### src/rtl/cfg_counter.sv
// Run-time configurable up/down counter with programmable terminal value,
// wrap/saturate mode, synchronous load and an enable prescaler.
module cfg_counter #(
   parameter int WIDTH   = 8,
   parameter int PRESC_W = 4
) (
   input  logic               clk,
   input  logic               rst,
   input  logic               en,
   input  logic               load,
   input  logic [WIDTH-1:0]   load_val,
   input  logic               dir,
   input  logic               wrap,
   input  logic [WIDTH-1:0]   limit,
   input  logic [PRESC_W-1:0] presc,
   output logic [WIDTH-1:0]   val,
   output logic               reached,
   output logic               tc
);

   logic [PRESC_W-1:0] pc;
   logic               tick;
   logic [WIDTH:0]     step_nxt;

   // Loaded values above the terminal are clamped to the terminal.
   function automatic logic [WIDTH-1:0] sat_load(input logic [WIDTH-1:0] v,
                                                 input logic [WIDTH-1:0] lim);
      return (v > lim) ? lim : v;
   endfunction

   // Returns {terminal_event, next_val} for one prescaled step.
   function automatic logic [WIDTH:0] count_step(input logic [WIDTH-1:0] v,
                                                 input logic [WIDTH-1:0] lim,
                                                 input logic             up,
                                                 input logic             wr);
      if (up) begin
         if (v < lim)
            return {1'b0, v + 1'b1};
         return {1'b1, wr ? {WIDTH{1'b0}} : lim};
      end
      if (v != {WIDTH{1'b0}})
         return {1'b0, v - 1'b1};
      return {1'b1, wr ? lim : {WIDTH{1'b0}}};
   endfunction

   assign tick     = en && (pc == presc);
   assign step_nxt = count_step(val, limit, dir, wrap);
   assign reached  = dir ? (val == limit) : (val == {WIDTH{1'b0}});

   always_ff @(posedge clk) begin
      if (rst) begin
         val <= '0;
         pc  <= '0;
         tc  <= 1'b0;
      end else if (load) begin
         val <= sat_load(load_val, limit);
         pc  <= '0;
         tc  <= 1'b0;
      end else begin
         if (en)
            pc <= tick ? '0 : pc + 1'b1;
         if (tick) begin
            val <= step_nxt[WIDTH-1:0];
            tc  <= step_nxt[WIDTH];
         end else begin
            tc  <= 1'b0;
         end
      end
   end

endmodule

### config.mk
export PLATFORM = sky130hd
export DESIGN_NAME = cfg_counter
export DESIGN_NICKNAME = d
export VERILOG_FILES = /design/src/rtl/cfg_counter.sv
export SDC_FILE = /design/constraint.sdc
export NUM_CORES = 1
export LEC_CHECK = 0
export ABC_AREA = 1
export CAP_MARGIN = 20
export CELL_PAD_IN_SITES_DETAIL_PLACEMENT = 1
export CELL_PAD_IN_SITES_GLOBAL_PLACEMENT = 1
export CORE_MARGIN = 2
export CORE_UTILIZATION = 36
export DETAILED_ROUTE_END_ITERATION = 6
export GPL_ROUTABILITY_DRIVEN = 0
export PLACE_DENSITY = 0.85
export SLEW_MARGIN = 20
export SYNTH_ARGS = -nofsm -noshare
export SYNTH_HDL_FRONTEND = slang
export SYNTH_SLANG_ARGS = --single-unit
### constraint.sdc
create_clock -name clk -period 1.97 [get_ports clk]
set_clock_uncertainty 0.1 [all_clocks]
set_input_delay 0.197 -clock clk [delete_from_list [all_inputs] [get_ports clk]]
set_output_delay 0.197 -clock clk [all_outputs]
set_load 0.01 [all_outputs]
After elaboration in Yosys (flattened, before gate mapping)
Index checks and enable logic that the tools add are counted.
W data, S select, Z words.
{"block": "word_totals", "input_bits": 26, "mem_count": 0, "ram_bits": 0, "output_inout_bits": 10, "romBits": 0, "reg_bits": 13, "latchBits": 0, "elab_cells": 35}
{"block": "classes", "n_mux": 18, "n_bitwise": 1, "multipliers": 0, "n_div": 0, "magnitude_cmp": 2, "add_sub_neg": 3, "shifts": 0, "n_reduce_logical": 6, "eq_ne": 2}
{"operator": "$mux W9", "n": 6}
{"operator": "$mux W8", "n": 5}
{"operator": "$add A8 B1 Y8 const B", "n": 1}
{"operator": "$eq A8 B8 Y1", "n": 1}
{"operator": "$gt A8 B8 Y1", "n": 1}
{"operator": "$logic_not A8 Y1", "n": 1}
{"operator": "$lt A8 B8 Y1", "n": 1}
{"operator": "$reduce_bool A8 Y1", "n": 1}
{"operator": "$sub A8 B1 Y8 const B", "n": 1}
{"operator": "$mux W1", "n": 6}
{"operator": "$add A4 B1 Y4 const B", "n": 1}
{"operator": "$eq A4 B4 Y1", "n": 1}
{"operator": "$mux W4", "n": 1}
{"operator": "$reduce_or A3 Y1", "n": 1}
{"operator": "$reduce_bool A2 Y1", "n": 1}
{"operator": "$reduce_or A2 Y1", "n": 1}
{"operator": "$logic_and A1 B1 Y1", "n": 1}
{"operator": "$not A1 Y1", "n": 1}

Logic depth before layout (Yosys ltp)
Gate-level depths: netlist of run 1.
{"block": "depth", "ltp_word": 10, "depth_mapped": 15, "mapped_depth_nobuf": 15}

Least setup slack after synthesis of run 1
No wires, ideal clock.
{"block": "synth_timing", "kind": "register to register", "from": "register val[3]", "to": "register val[3]", "slack_ps": 143, "period_less_slack_ps": 1827, "n_path_buf": 0, "arrival_ps": 1618, "path_stages_with_launch": 14, "setup_time_ps": 109, "required_ps": 1761, "path_cell_list": "dfxtp_1 > ha_1 > nand2_1 > inv_1 > nand2_1 > nand2_1 > nand2_1 > nand2_2 > nand3_1 > nand3_1 > nand2_1 > nand3_1 > nand2_1 > inv_1"}
{"block": "synth_via", "elab_chain_len": 10, "elab_cells_between_ends": 16, "classes_between": "add/sub: 2; order compare: 1; mux: 12; reduce/logical: 1"}
{"item": "from (decl)", "line_no": "16", "source": "output logic [WIDTH-1:0] val,"}
{"item": "from (signal assigned)", "line_no": "56", "source": "val <= sat_load(load_val, limit);"}
{"item": "from (signal assigned)", "line_no": "63", "source": "val <= step_nxt[WIDTH-1:0];"}
{"item": "$lt A8 B8 Y1", "line_no": "37", "source": "if (v < lim)"}
{"item": "$mux W1", "line_no": "37"}
{"item": "$mux W1", "line_no": "36", "source": "if (up) begin"}
{"item": "$mux W9", "line_no": "39", "source": "return {1'b1, wr ? {WIDTH{1'b0}} : lim};"}
{"item": "$mux W9", "line_no": "36"}
{"item": "$mux W9", "line_no": "41", "source": "if (v != {WIDTH{1'b0}})"}
{"item": "$mux W9", "line_no": "43", "source": "return {1'b1, wr ? lim : {WIDTH{1'b0}}};"}
{"item": "$mux W9 (*)", "line_no": "41"}
{"item": "$mux W8 (*)", "line_no": "62", "source": "if (tick) begin"}
{"item": "$mux W8 (*)", "line_no": "55", "source": "end else if (load) begin"}
Every way passes the cells marked *; elsewhere a longest branch is shown, timed or not. The select of a mux whose other input is x is not followed.
A chain may end at the register's enable or synchronous reset.

Worst setup path after layout of run 1
{"block": "layout_timing", "from": "input load_val[5]", "to": "register val[1]"}
{"block": "layout_via", "elab_chain_len": 3}
{"item": "from (decl)", "line_no": "11", "source": "input logic [WIDTH-1:0] load_val,"}
{"item": "$gt A8 B8 Y1", "line_no": "28", "source": "return (v > lim) ? lim : v;"}
{"item": "$mux W8", "line_no": "28"}
{"item": "$mux W8", "line_no": "55"}
No other way between the ends.

==> impl_metrics.env, run 1 <==
export IMPL_status="finished, final reports clean"
export IMPL_die_area_sq_um=5767
export IMPL_syn2layout_area_growth_pct=51.18
export IMPL_die_h_um=75.94
export IMPL_synthesis_nets=368
export IMPL_max_stage_delay_ns=0.43
export IMPL_fin_cells=472
export IMPL_powerDensity_nw_per_um2=483.9
export IMPL_irDropWorstVdd_mv=0.3805
export IMPL_cts_buffer_depth=2
export IMPL_cts_made_buffers=3
export IMPL_wl_per_cell_um=19.05
export IMPL_core_area_sq_um=5042
export IMPL_track_usage_pct=28.84
export IMPL_hold_ws_ns=0.3932
export IMPL_wl_um=8991
export IMPL_synth_edff_count=0
export IMPL_synth_flop_cell="dfxtp_1"
export IMPL_seq_area_sq_um=262.8
export IMPL_required_ns=2.00
export IMPL_n_antenna_cell=0
export IMPL_final_layout_size_suffix_gt1_share_pct=24.38
export IMPL_setup_viol=0
export IMPL_clk_pin_slew_ns=0.07
export IMPL_fill_cells=680
export IMPL_path_buf_inv=1
export IMPL_fmax_mhz=510.2
export IMPL_slew_viol_final=0
export IMPL_synth_top_cells_by_area="nand3_1 16%, nand2_1 16%, dfxtp_1 14%, ha_1 13%, inv_1 13%"
export IMPL_h_tree_depth=1
export IMPL_cts_tree="built"
export IMPL_overflow=0
export IMPL_post_dp_cell_area_sq_um=2570
export IMPL_dp_hpwl_um=5758
export IMPL_ys_seq_area_share_pct=13.97
export IMPL_path_delay_family="simple AND/OR/NAND/NOR gates"
export IMPL_synth_warnings=0
export IMPL_total_power_mw=1.363
export IMPL_viasPerCell=5.489
export IMPL_crit_chain="clkdlybuf4s50_1, ha_1, a21oi_1, nor2_2, nor2_2, nand2_2, nand2_4, nand2_1, nand3_1, nand2_1, nor2_1, nor2_1"
export IMPL_synth_top_area_share_pct=15.85
export IMPL_min_path_type="input port to flip-flop"
export IMPL_synth_most_common_cell="nand2_1"
export IMPL_ys_types=26
export IMPL_cts_sinks=13
export IMPL_drt_iter0_markers=170
export IMPL_multi_input_area_sq_um=1459
export IMPL_clk_latency_ns=0.25
export IMPL_tightest_slew_ns=0.3884
export IMPL_num_rows=26
export IMPL_relSlewSlack_pct=74.08
export IMPL_place_ws_ns=-0.6029
export IMPL_synthTopCellsByCount="77 x nand2_1, 63 x inv_1, 59 x nand3_1"
export IMPL_netlist_instances=322
export IMPL_power_leakage_nw=1.526
export IMPL_period_needed_ns=1.960
export IMPL_setup_slack_ns=0.009825
export IMPL_syn_area_sq_um=1863
export IMPL_firstDrtPassIters=5
export IMPL_port_buffers=35
export IMPL_final_util_pct=55.86
export IMPL_critPathCaptureType="flip-flop"
export IMPL_drcViolationCount=0
export IMPL_cp_max_fo=7
export IMPL_setup_tns_ns=0
export IMPL_start_util_pct=36.95
export IMPL_dieWidth_um=75.94
export IMPL_postRouteAntennaNets=0
export IMPL_yosys_area_top_type="nand3_1"
export IMPL_synth_avg_cell_area_sq_um=5.786
export IMPL_drv_cap=0
export IMPL_grt_pass1_wl_um=13480
export IMPL_hold_viol_final=0
export IMPL_rsz0062_at_grt="yes"
export IMPL_fin_crit_sh_pct=99.50
export IMPL_ioPinCount=36
export IMPL_async_flop_share_pct=0
export IMPL_first_global_vias=2687
export IMPL_vias=2591
export IMPL_cts_root_buf="clkbuf_8"
export IMPL_antenna_found_initial=0
export IMPL_finalInstanceArea_sq_um=2816
export IMPL_crit_arrival_ns=1.99
export IMPL_synth_seq_cells=13
export IMPL_crit_type="input port to flip-flop"
export IMPL_dp_cells=463
export IMPL_fin_nets=449
export IMPL_grt_start_max_net_pins=17
export IMPL_startpoint_type="input port"
export IMPL_slowest_stage="clkdlybuf4s50_1"
==> area by class of cell <==
type / count / area share [%]
multi-input cells: 240 / 51.80
repair buffers: 82 / 25.77
flip-flops and latches: 13 / 9.329
inverters: 63 / 8.396
well taps: 70 / 3.110
clock buffers: 4 / 1.599
==> metal layers <==
metal | up-vias | wire (um) | global-route usage, % | share of wire [%]
met5 | - | 0 | 0 | 0
met4 | 0 | 223 | 8.182 | 2.5
met3 | 22 | 410 | 2.619 | 4.6
met2 | 98 | 4571 | 53.39 | 51
met1 | 1278 | 3785 | 35.45 | 42
li1 | 1193 | - | - | -
==> final timing paths <==
path / from / to / slack [ns] / depth (start not counted)
hold / removal: load_val[2] / val[2] / 0.39 / 7
setup reg to reg: val[3] / val[2] / 0.03 / 14
hold reg to reg: pc[0] / pc[0] / 0.44 / 2
setup / recovery: load_val[5] / val[1] / 0.01 / 12
==> worst reg2reg max path, delay by kind of cell, from the launching register on <==
kind | cells | cell delay [ns]
and+or+nand+nor | 8 | 0.81
AOI/OAI and AO/OA | 1 | 0.08
buffers and inverters | 5 | 0.51
DFF | 1 | 0.34
==> flip-flops by register name (all words and copies together), names as in the netlist <==
signal / cells
pc: 4
val: 8
tc: 1
==> cell usage in the layout, fill, tap and decap left out, drive strengths merged <==
master         count
buf               48
dlymetal6s2s       7
ha                20
a211oi             1
clkbuf             4
xor2               5
a21oi             14
or2                1
dfxtp             13
clkdlybuf4s50     22
clkdlybuf4s15      1
inv               63
nor3               1
nor2              29
o22ai              3
o21ai             15
a21o               2
nand2             82
xnor2              2
dlygate4sd2        4
nand3             60
nand4              5
==> cells by family after synthesis <==
group / synth area share, %
simple gates: 44.12
compound gates: 10.01
fa+ha+maj: 13.43
flops: 13.97
xor+xnor: 3.291
buf+inv: 15.18
==> where the power goes <==
part / internal (mW) / switching, mW
Sequential: 0.281 / 0.0157
Clock: 0.143 / 0.117
Combinational: 0.338 / 0.469
Total: 0.762 / 0.601
==> what timing repair did <==
item	4_1_cts	5_1_grt
hold endpoints to repair	0	0
hold buffers	0	0
resized for setup	38	23
endpoints found under the setup margin	10	8
setup buffers	1	4
pin swaps	14	12
Note: power is estimated with default switching activity, not from simulation.
==> run 2, diff against run 1 <==
Settings changed: CORE_MARGIN 2 to not set.
==> impl_metrics.env, run 2 (same netlist as run 1, synthesis figures left out) <==
export IMPL_max_stage_delay_ns=0.34
export IMPL_track_usage_pct=31.30
export IMPL_mostFrequentLayoutCell="nand2_1"
export IMPL_fin_crit_sh_pct=103.0
export IMPL_first_global_vias=2543
export IMPL_clk_latency_ns=0.26
export IMPL_drcViolationCount=0
export IMPL_min_to="val[5]"
export IMPL_dp_hpwl_um=5660
export IMPL_drv_cap=0
export IMPL_fin_nets=447
export IMPL_regMostFlops="val"
export IMPL_ff2ff_path_depth=14
export IMPL_grt_pass1_wl_um=12670
export IMPL_syn2layout_area_growth_pct=53.73
export IMPL_core_area_sq_um=4848
export IMPL_critPathCaptureType="flip-flop"
export IMPL_cts_buffer_depth=2
export IMPL_required_ns=2.08
export IMPL_crit_arrival_ns=2.14
export IMPL_cp_max_fo=8
export IMPL_tightest_slew_ns=0.3634
export IMPL_violations="setup timing"
export IMPL_reg2reg_to="val[3]"
export IMPL_die_area_sq_um=5467
export IMPL_slowest_stage="dfxtp_2"
export IMPL_die_h_um=73.94
export IMPL_drt_iter0_markers=189
export IMPL_start_util_pct=38.43
export IMPL_h_tree_depth=1
export IMPL_ioPinCount=36
export IMPL_startpoint_type="flip-flop"
export IMPL_port_buffers=35
export IMPL_wl_um=9522
export IMPL_num_rows=25
export IMPL_cts_made_buffers=3
export IMPL_min_path_type="input port to flip-flop"
export IMPL_hold_buffers=0
export IMPL_irDropWorstVdd_mv=0.4834
export IMPL_hold_depth=7
export IMPL_rrSetupSlack_ns=-0.06
export IMPL_cts_tree="built"
export IMPL_crit_chain="buf_4, nor2_4, nand2_2, nor2_4, buf_4, buf_6, nand3_1, nand3_1, nand2_1, inv_1, nand2_1, nand3_1, nand2_1, inv_1"
export IMPL_cts_sinks=13
export IMPL_fmax_mhz=492.8
export IMPL_relSlewSlack_pct=75.74
export IMPL_slew_viol_final=0
export IMPL_powerDensity_nw_per_um2=491.7
export IMPL_hold_ws_ns=0.4091
export IMPL_hold_viol_final=0
export IMPL_clk_pin_slew_ns=0.07
export IMPL_firstDrtPassIters=5
export IMPL_setup_viol=2
export IMPL_period_needed_ns=2.029
export IMPL_wl_per_cell_um=20.39
export IMPL_vias=2604
export IMPL_largest_reg_flops=8
export IMPL_viasPerCell=5.576
export IMPL_final_layout_size_suffix_gt1_share_pct=26.75
export IMPL_postRouteAntennaNets=0
export IMPL_regToRegStartpoint="val[2]"
export IMPL_cts_root_buf="clkbuf_8"
export IMPL_overflow=0
export IMPL_grt_start_max_net_pins=17
export IMPL_final_cell_mix="68 x nand2_1, 55 x nand3_1, 53 x inv_1, 39 x buf_4, 23 x clkdlybuf4s50_1"
export IMPL_total_power_mw=1.408
export IMPL_antenna_found_initial=0
export IMPL_rsz0062_at_grt="yes"
export IMPL_final_util_pct=59.07
export IMPL_top_regs="val: 8 flops, pc: 4 flops, tc: 1 flops"
export IMPL_worstHoldStart="load_val[5]"
export IMPL_dieWidth_um=73.94
export IMPL_crit_type="flip-flop to flip-flop"
export IMPL_status="complete, but fails checks"
export IMPL_power_leakage_nw=1.527
export IMPL_setup_slack_ns=-0.05926
export IMPL_n_antenna_cell=0
==> run 2: layer usage <==
layer	track usage [%]	up-vias	share of wire, %	wire length [um]
li1	-	1192	-	-
met1	38.55	1260	42	3959
met2	55.05	116	48	4610
met3	4.336	36	5.8	550
met4	11.97	0	4.2	402
met5	0	-	0	0
==> run 2: final cells by class <==
class	instances	area, sq um
Fill cell	660	1984
Multi-Input combinational cell	240	1525
Timing Repair Buffer	80	708.2
Sequential cell	13	264.0
Inverter	63	236.5
Tap cell	67	83.83
Clock buffer	3	41.29
Clock inverter	1	5.005
==> run 2: worst max-delay path by stage <==
stage                   from       to  slack (ns)
floorplan             val[3]   val[3]        0.14
CTS                 limit[2]   val[1]        0.01
detailed placement  limit[6]  reached       -0.54
global placement    limit[7]  reached       -0.52
finish                val[2]   val[3]       -0.06
global route          val[2]   val[3]       -0.10
==> run 2: repair_timing <==
action / CTS / global route
cloned: 2 / 0
gates resized for setup: 37 / 38
pin swaps: 13 / 14
setup buffers: 0 / 3
setup endpoints to repair: 9 / 9
==> run 2: critical path, delay by kind of cell (launching register included) <==
family / cells / cell delay [ns]
buffers and inverters: 5 / 0.60
DFF: 1 / 0.34
and+or+nand+nor: 9 / 0.94
==> run 2: power by group <==
part	total, mW	switching [mW]	leakage [nW]	internal, mW
registers	0.298	0.0169	0.108	0.281
logic	0.842	0.494	1.39	0.348
clock network	0.268	0.128	0.0255	0.141
total	1.41	0.638	1.53	0.770
==> run 2: per-stage QoR <==
| stage | cell area [sq um] | instances | setup slack (ns) | setup TNS [ns] |
|---|---|---|---|---|
| 6_report | 2864 | 467 | -0.05926 | -0.08382 |
| 4_1_cts | 2700 | 464 | 0.01276 | 0 |
| 2_1_floorplan | 1863 | 322 | 0.1429 | 0 |
| 3_5_place_dp | 2551 | 458 | -0.5412 | -3.999 |
| 3_3_place_gp | 2551 | 458 | -0.5241 | -3.080 |
| 5_1_grt | 2864 | 467 | -0.1038 | -0.4200 |
==> patch 1: new RTL, settings of run 1 <==
`PRESC_W`: 4 -> 6.
--- a/src/rtl/cfg_counter.sv
+++ b/src/rtl/cfg_counter.sv
@@ -2,7 +2,7 @@
 // wrap/saturate mode, synchronous load and an enable prescaler.
 module cfg_counter #(
    parameter int WIDTH   = 8,
-   parameter int PRESC_W = 4
+   parameter int PRESC_W = 6
 ) (
    input  logic               clk,
    input  logic               rst,
Ports: changed (resized presc); port bits go from 36 to 38. No check against the original RTL was run, so the function may have changed too.
==> patch 1 against run 1 <==
- the flow now finishes with violations (negative setup slack)
- sequential cell count increased by 2
- die area increased by 6.3%
- synthesized cell count increased by 4.7%
- highest routed layer unchanged
- setup slack got worse by 0.042 ns
- critical endpoint is now val[7]$_SDFFE_PP0P_
- global-route usage increased by 0.62 points
- cell area increased by 11%
- sequential share of layout area increased by 0.52 points
- synthesized area increased by 6.6%
- power increased by 9.6%
- routed wire length increased by 9.3%
==> patch 1: results (changes against run 1) <==
| Metric | Value |
|---|---|
| Syn_nets | 385 (+4.6%) |
| M3 GR Usage | 2.529% (-0.090 points) |
| Static Leak | 1.577 nW (+3.3%) |
| Inserted Clock Buffers | 3 (unchanged) |
| DP HPWL | 6063 microns (+5.3%) |
| Main area contributors after synthesis | nand2_1 16%, dfxtp_1 15%, nand3_1 14% |
| DR WL met3 | 679 microns (+66%) |
| Failing checks | negative setup slack |
| Met2 WL | 5018 microns (+9.8%) |
| Fin Setup TNS | -0.06196 ns (-0.06196 ns) |
| Post-CTS sizing | 47 (+24%) |
| Synth warn | 0 (unchanged) |
| Seq/Total Area, Yosys | 15.11% (+1.1 points) |
| # setup viols final | 3 (+3) |
| Worst-skew pair later-pin latency | 0.26 ns |
| Commonest cells post-synth | 85 x nand2_1, 55 x nand3_1, 52 x inv_1 |
| Clk slew on worst S/H paths | 0.08 ns |
| Clock Tree Buf Depth | 2 (unchanged) |
| GRT met1 Usage | 34.94% (-0.51 points) |
| Type of the worst min-delay path | in -> reg |
| Syn Area/Cell | 5.896 sq um (+1.9%) |
| DP Area | 2701 sq um (+5.1%) |
| Layout cells sized above 1 | 30.57% (+6.2 points) |
| Largest regs | val (8), pc (6), tc (1) |
| Synth unique cells | 31 (+19%) |
| Final Net Count | 471 (+4.9%) |
| Setup Fix Bufs, Post-CTS | 7 (+6) |
| DRT Wirelength | 9831 microns (+9.3%) |
| Final Instance Area | 3126 sq um (+11%) |
| CP Max Fanout | 5 (-2) |
| Fillers | 709 (+4.3%) |
| Worst IR Drop VDD | 0.2849 mV (-25%) |
| Vias per inst | 5.565 (+1.4%) |
| DRT met1 WL | 3705 microns (-2.1%) |
| DP Cell Count | 480 (+3.7%) |
| Post-Synth XOR/XNOR Area | 3.967% (+0.68 points) |
| Slew @ Worst Pin | 0.3752 ns (-0.01321 ns) |
| Non-Filler Instances | 494 (+4.7%) |
| Pre-Repair DR Iteration Count | 5 (unchanged) |
| GRT Total Usage | 29.46% (+0.62 points) |
| Worst endpoint data arrival time | 2.10 ns (+0.11 ns) |
| Most used DFF post-synth | dfxtp_1 |
| FFs w/ async S/R, synth | 0% (unchanged) |
| Status | complete, but fails checks |
| First-pass GRT wire length | 14230 microns (+5.6%) |
| Final Worst Setup Slack | -0.03249 ns (-0.04231 ns) |
| Vias in the first global route | 2877 (+7.1%) |
| DRT iter0 DRCs | 218 (+28%) |
| Met2 usage | 52.67% (-0.72 points) |
| # H-tree levels | 1 (unchanged) |
| Post-synthesis adder-cell area fraction | 12.59% (-0.84 points) |
| Port-buffer cells | 37 (+5.7%) |
| Compound-cell area share of the yosys netlist | 10.01% (about the same) |
| DR top layer | met4 |
| Post-place setup slack | -0.6270 ns (-0.02408 ns) |
## patch 1: cell types whose count changed after synthesis, sizes merged, moves of 2 or more
cell,run 1,this run
nand2,82,93
nor2,29,38
inv,63,59
nand3,60,56
a21oi,14,11
o21ai,15,18
buf,5,3
dfxtp,13,15
## patch 1: worst paths after layout
path / from / endpoint / slack [ns] / cells past startpoint
worst max register to register: val[5]$_SDFFE_PP0P_ / val[1]$_SDFFE_PP0P_ / 0.03 / 10
worst min-delay path: load_val[2] / val[2]$_SDFFE_PP0P_ / 0.39 / 7
worst min register to register: pc[1]$_SDFFE_PP0P_ / pc[1]$_SDFFE_PP0P_ / 0.48 / 2
worst max-delay path: limit[6] / val[7]$_SDFFE_PP0P_ / -0.03 / 14
## patch 1: final cells by class
class                   count  area share (%)
inverters                  60           7.286
multi-input cells         258           54.32
flip-flops and latches     15           9.848
well taps                  72           2.882
repair buffers             85           24.18
clock buffers               3           1.321
clock inverters             1          0.1601
## patch 1: cells by family (layout without fill, tap and decap cells)
family,Yosys count,after routing
buffers and inverters,64,149
DFF,15,15
adders and majority gates,20,20
and+or+nand+nor,193,193
AOI/OAI and AO/OA,36,36
xor gates and xnor gates,9,9
## patch 1: worst max-delay path, cell delays in order
cell	delay (ns)
dlygate4sd2_1	0.27
inv_2	0.07
buf_4	0.15
ha_1	0.28
nand2_2	0.11
nor2_1	0.08
nor2_2	0.17
nand2_4	0.11
buf_6	0.15
nand3_1	0.07
nand2_1	0.09
nor2_1	0.16
nor2_1	0.08
a21oi_2	0.10
## patch 1: power by group
part,total [mW],switching [mW],internal (mW)
clock network,0.280,0.139,0.141
logic,0.875,0.504,0.371
registers,0.339,0.0184,0.321
total,1.49,0.661,0.832
==> patch 2: new RTL, config.mk and constraints of run 1 <==
Made on the original files. Register the output `val` once more; this adds one clock of latency there. The other outputs are not delayed to match.
--- a/src/rtl/cfg_counter.sv
+++ b/src/rtl/cfg_counter.sv
@@ -17,6 +17,8 @@
    output logic               reached,
    output logic               tc
 );
+
+   logic [WIDTH-1:0] val_s0;
 
    logic [PRESC_W-1:0] pc;
    logic               tick;
@@ -44,23 +46,23 @@
    endfunction
 
    assign tick     = en && (pc == presc);
-   assign step_nxt = count_step(val, limit, dir, wrap);
-   assign reached  = dir ? (val == limit) : (val == {WIDTH{1'b0}});
+   assign step_nxt = count_step(val_s0, limit, dir, wrap);
+   assign reached  = dir ? (val_s0 == limit) : (val_s0 == {WIDTH{1'b0}});
 
    always_ff @(posedge clk) begin
       if (rst) begin
-         val <= '0;
+         val_s0 <= '0;
          pc  <= '0;
          tc  <= 1'b0;
       end else if (load) begin
-         val <= sat_load(load_val, limit);
+         val_s0 <= sat_load(load_val, limit);
          pc  <= '0;
          tc  <= 1'b0;
       end else begin
          if (en)
             pc <= tick ? '0 : pc + 1'b1;
          if (tick) begin
-            val <= step_nxt[WIDTH-1:0];
+            val_s0 <= step_nxt[WIDTH-1:0];
             tc  <= step_nxt[WIDTH];
          end else begin
             tc  <= 1'b0;
@@ -68,5 +70,9 @@
       end
    end
 
+   always_ff @(posedge clk) begin
+      val <= val_s0;
+   end
+
 endmodule
 
Function: changed (Yosys sat finds a counterexample within 4 cycles, from zero or initial values and one cycle with rst high).
==> patch 2 against run 1 <==
- critical path type is now reg -> out
- largest cell class unchanged
- setup slack gained 0.11 ns
- fmax rose by 5.8%
- combinational power decreased by 14%
- via count fell by 7.1%
- cell area up 3.2%
- sequential cell count rose by 8
- synthesized area is 8.7% higher
- sequential share of layout area is 5.2 points higher
- power grew 8.8%
- clock power up 21%
- critical path depth fell by 6
- synthesized cell count down 0.62%
- utilization fell by 2.8 points
- routed wire length is 23% lower
==> patch 2: results (changes against run 1) <==
| Metric | Value |
|---|---|
| Status | finished, final reports clean |
| Clk slew on worst S/H paths | 0.09 ns (+0.02 ns) |
| Fillers | 725 (+6.6%) |
| Seq/Total Area, Yosys | 20.75% (+6.8 points) |
| GRT Total Usage | 23.33% (-5.5 points) |
| DR WL met3 | 273 microns (-33%) |
| Static Leak | 1.438 nW (-5.8%) |
| GRT met1 Usage | 29.37% (-6.1 points) |
| Met2 usage | 42.03% (-11 points) |
| Syn_nets | 366 (-0.54%) |
| Pin count of the biggest net entering global routing | 13 (-4) |
| DRT Wirelength | 6955 microns (-23%) |
| First-pass GRT wire length | 11450 microns (-15%) |
| Worst IR Drop VDD | 0.2305 mV (-39%) |
| Vias | 2407 (-7.1%) |
| Commonest cells post-synth | 82 x nand2_1, 53 x nand3_1, 48 x inv_1 |
| M3 GR Usage | 2.614% (-0.0054 points) |
| Layout cells sized above 1 | 22.56% (-1.8 points) |
| Internal | 0.9070 mW (+19%) |
| Power Sequential | 0.473 mW (+59%) |
| Largest regs | val (8), val_s0 (8), pc (4) |
| Worst-skew pair later-pin latency | 0.28 ns (+0.03 ns) |
| Pre-Repair DR Iteration Count | 4 (-1) |
| Relative slew margins | 82.65% (+8.6 points) |
| Main area contributors after synthesis | dfxtp_1 21%, nand2_1 15%, nand3_1 13% |
| Synth unique cells | 32 (+23%) |
| Final Net Count | 437 (-2.7%) |
| Worst endpoint data arrival time | 1.56 ns (-0.43 ns) |
| DRT iter0 DRCs | 169 (-0.59%) |
| DP HPWL | 5478 microns (-4.9%) |
-- patch 2: final cells by class --
type                    count  share of cell area, %
multi-input cells         241                  51.33
repair buffers             75                  23.13
flip-flops and latches     21                  14.51
inverters                  49                  6.331
well taps                  72                  3.101
clock buffers               3                  1.421
clock inverters             1                 0.1723
-- patch 2: path summary, 6_finish.rpt --
path	startpoint	endpoint	slack (ns)	cells past startpoint
worst max register to register	val_s0[6]$_SDFFE_PP0P_	val_s0[4]$_SDFFE_PP0P_	0.14	12
worst max-delay path	val_s0[7]$_SDFFE_PP0P_	reached	0.12	6
worst min-delay path	limit[2]	val_s0[2]$_SDFFE_PP0P_	0.32	5
worst min register to register	val_s0[0]$_SDFFE_PP0P_	val[0]$_DFF_P_	0.42	1
-- patch 2: worst max-delay path: stages (launching register included) --
cell     delay [ns]
dfxtp_1        0.35
ha_4           0.29
nand2_2        0.07
nor2_4         0.13
nand4_1        0.12
o21ai_1        0.16
buf_2          0.15
-- patch 2: kinds of logic after synthesis --
family | count (synthesis) | share of synthesized area, %
buffers and inverters | 58 | 12.72
and+or+nand+nor | 174 | 39.53
AOI/OAI and AO/OA | 41 | 12.04
adders and majority gates | 20 | 12.35
DFF | 21 | 20.75
xor gates and xnor gates | 6 | 2.594
-- patch 2: through the flow --
step	cells	worst slack, ns	total power, mW	util, %	hold WS [ns]
6_report	462	0.1166	1.482	53.09	0.3204
5_1_grt	462	-0.003979	1.596	53.09	0.3575
4_1_cts	461	0.0008396	1.465	51.83	0.4182
3_5_place_dp	457	-0.5138	1.117	49.29	0.3975
3_3_place_gp	457	-0.4763	1.092	49.29	0.3882
2_1_floorplan	320	0.2181	0.8550	-	0.1751
-- patch 2: repair_timing --
item,CTS,global route
pin swaps,9,10
setup endpoints to repair,9,10
buffers inserted,0,1
gates resized for setup,25,19
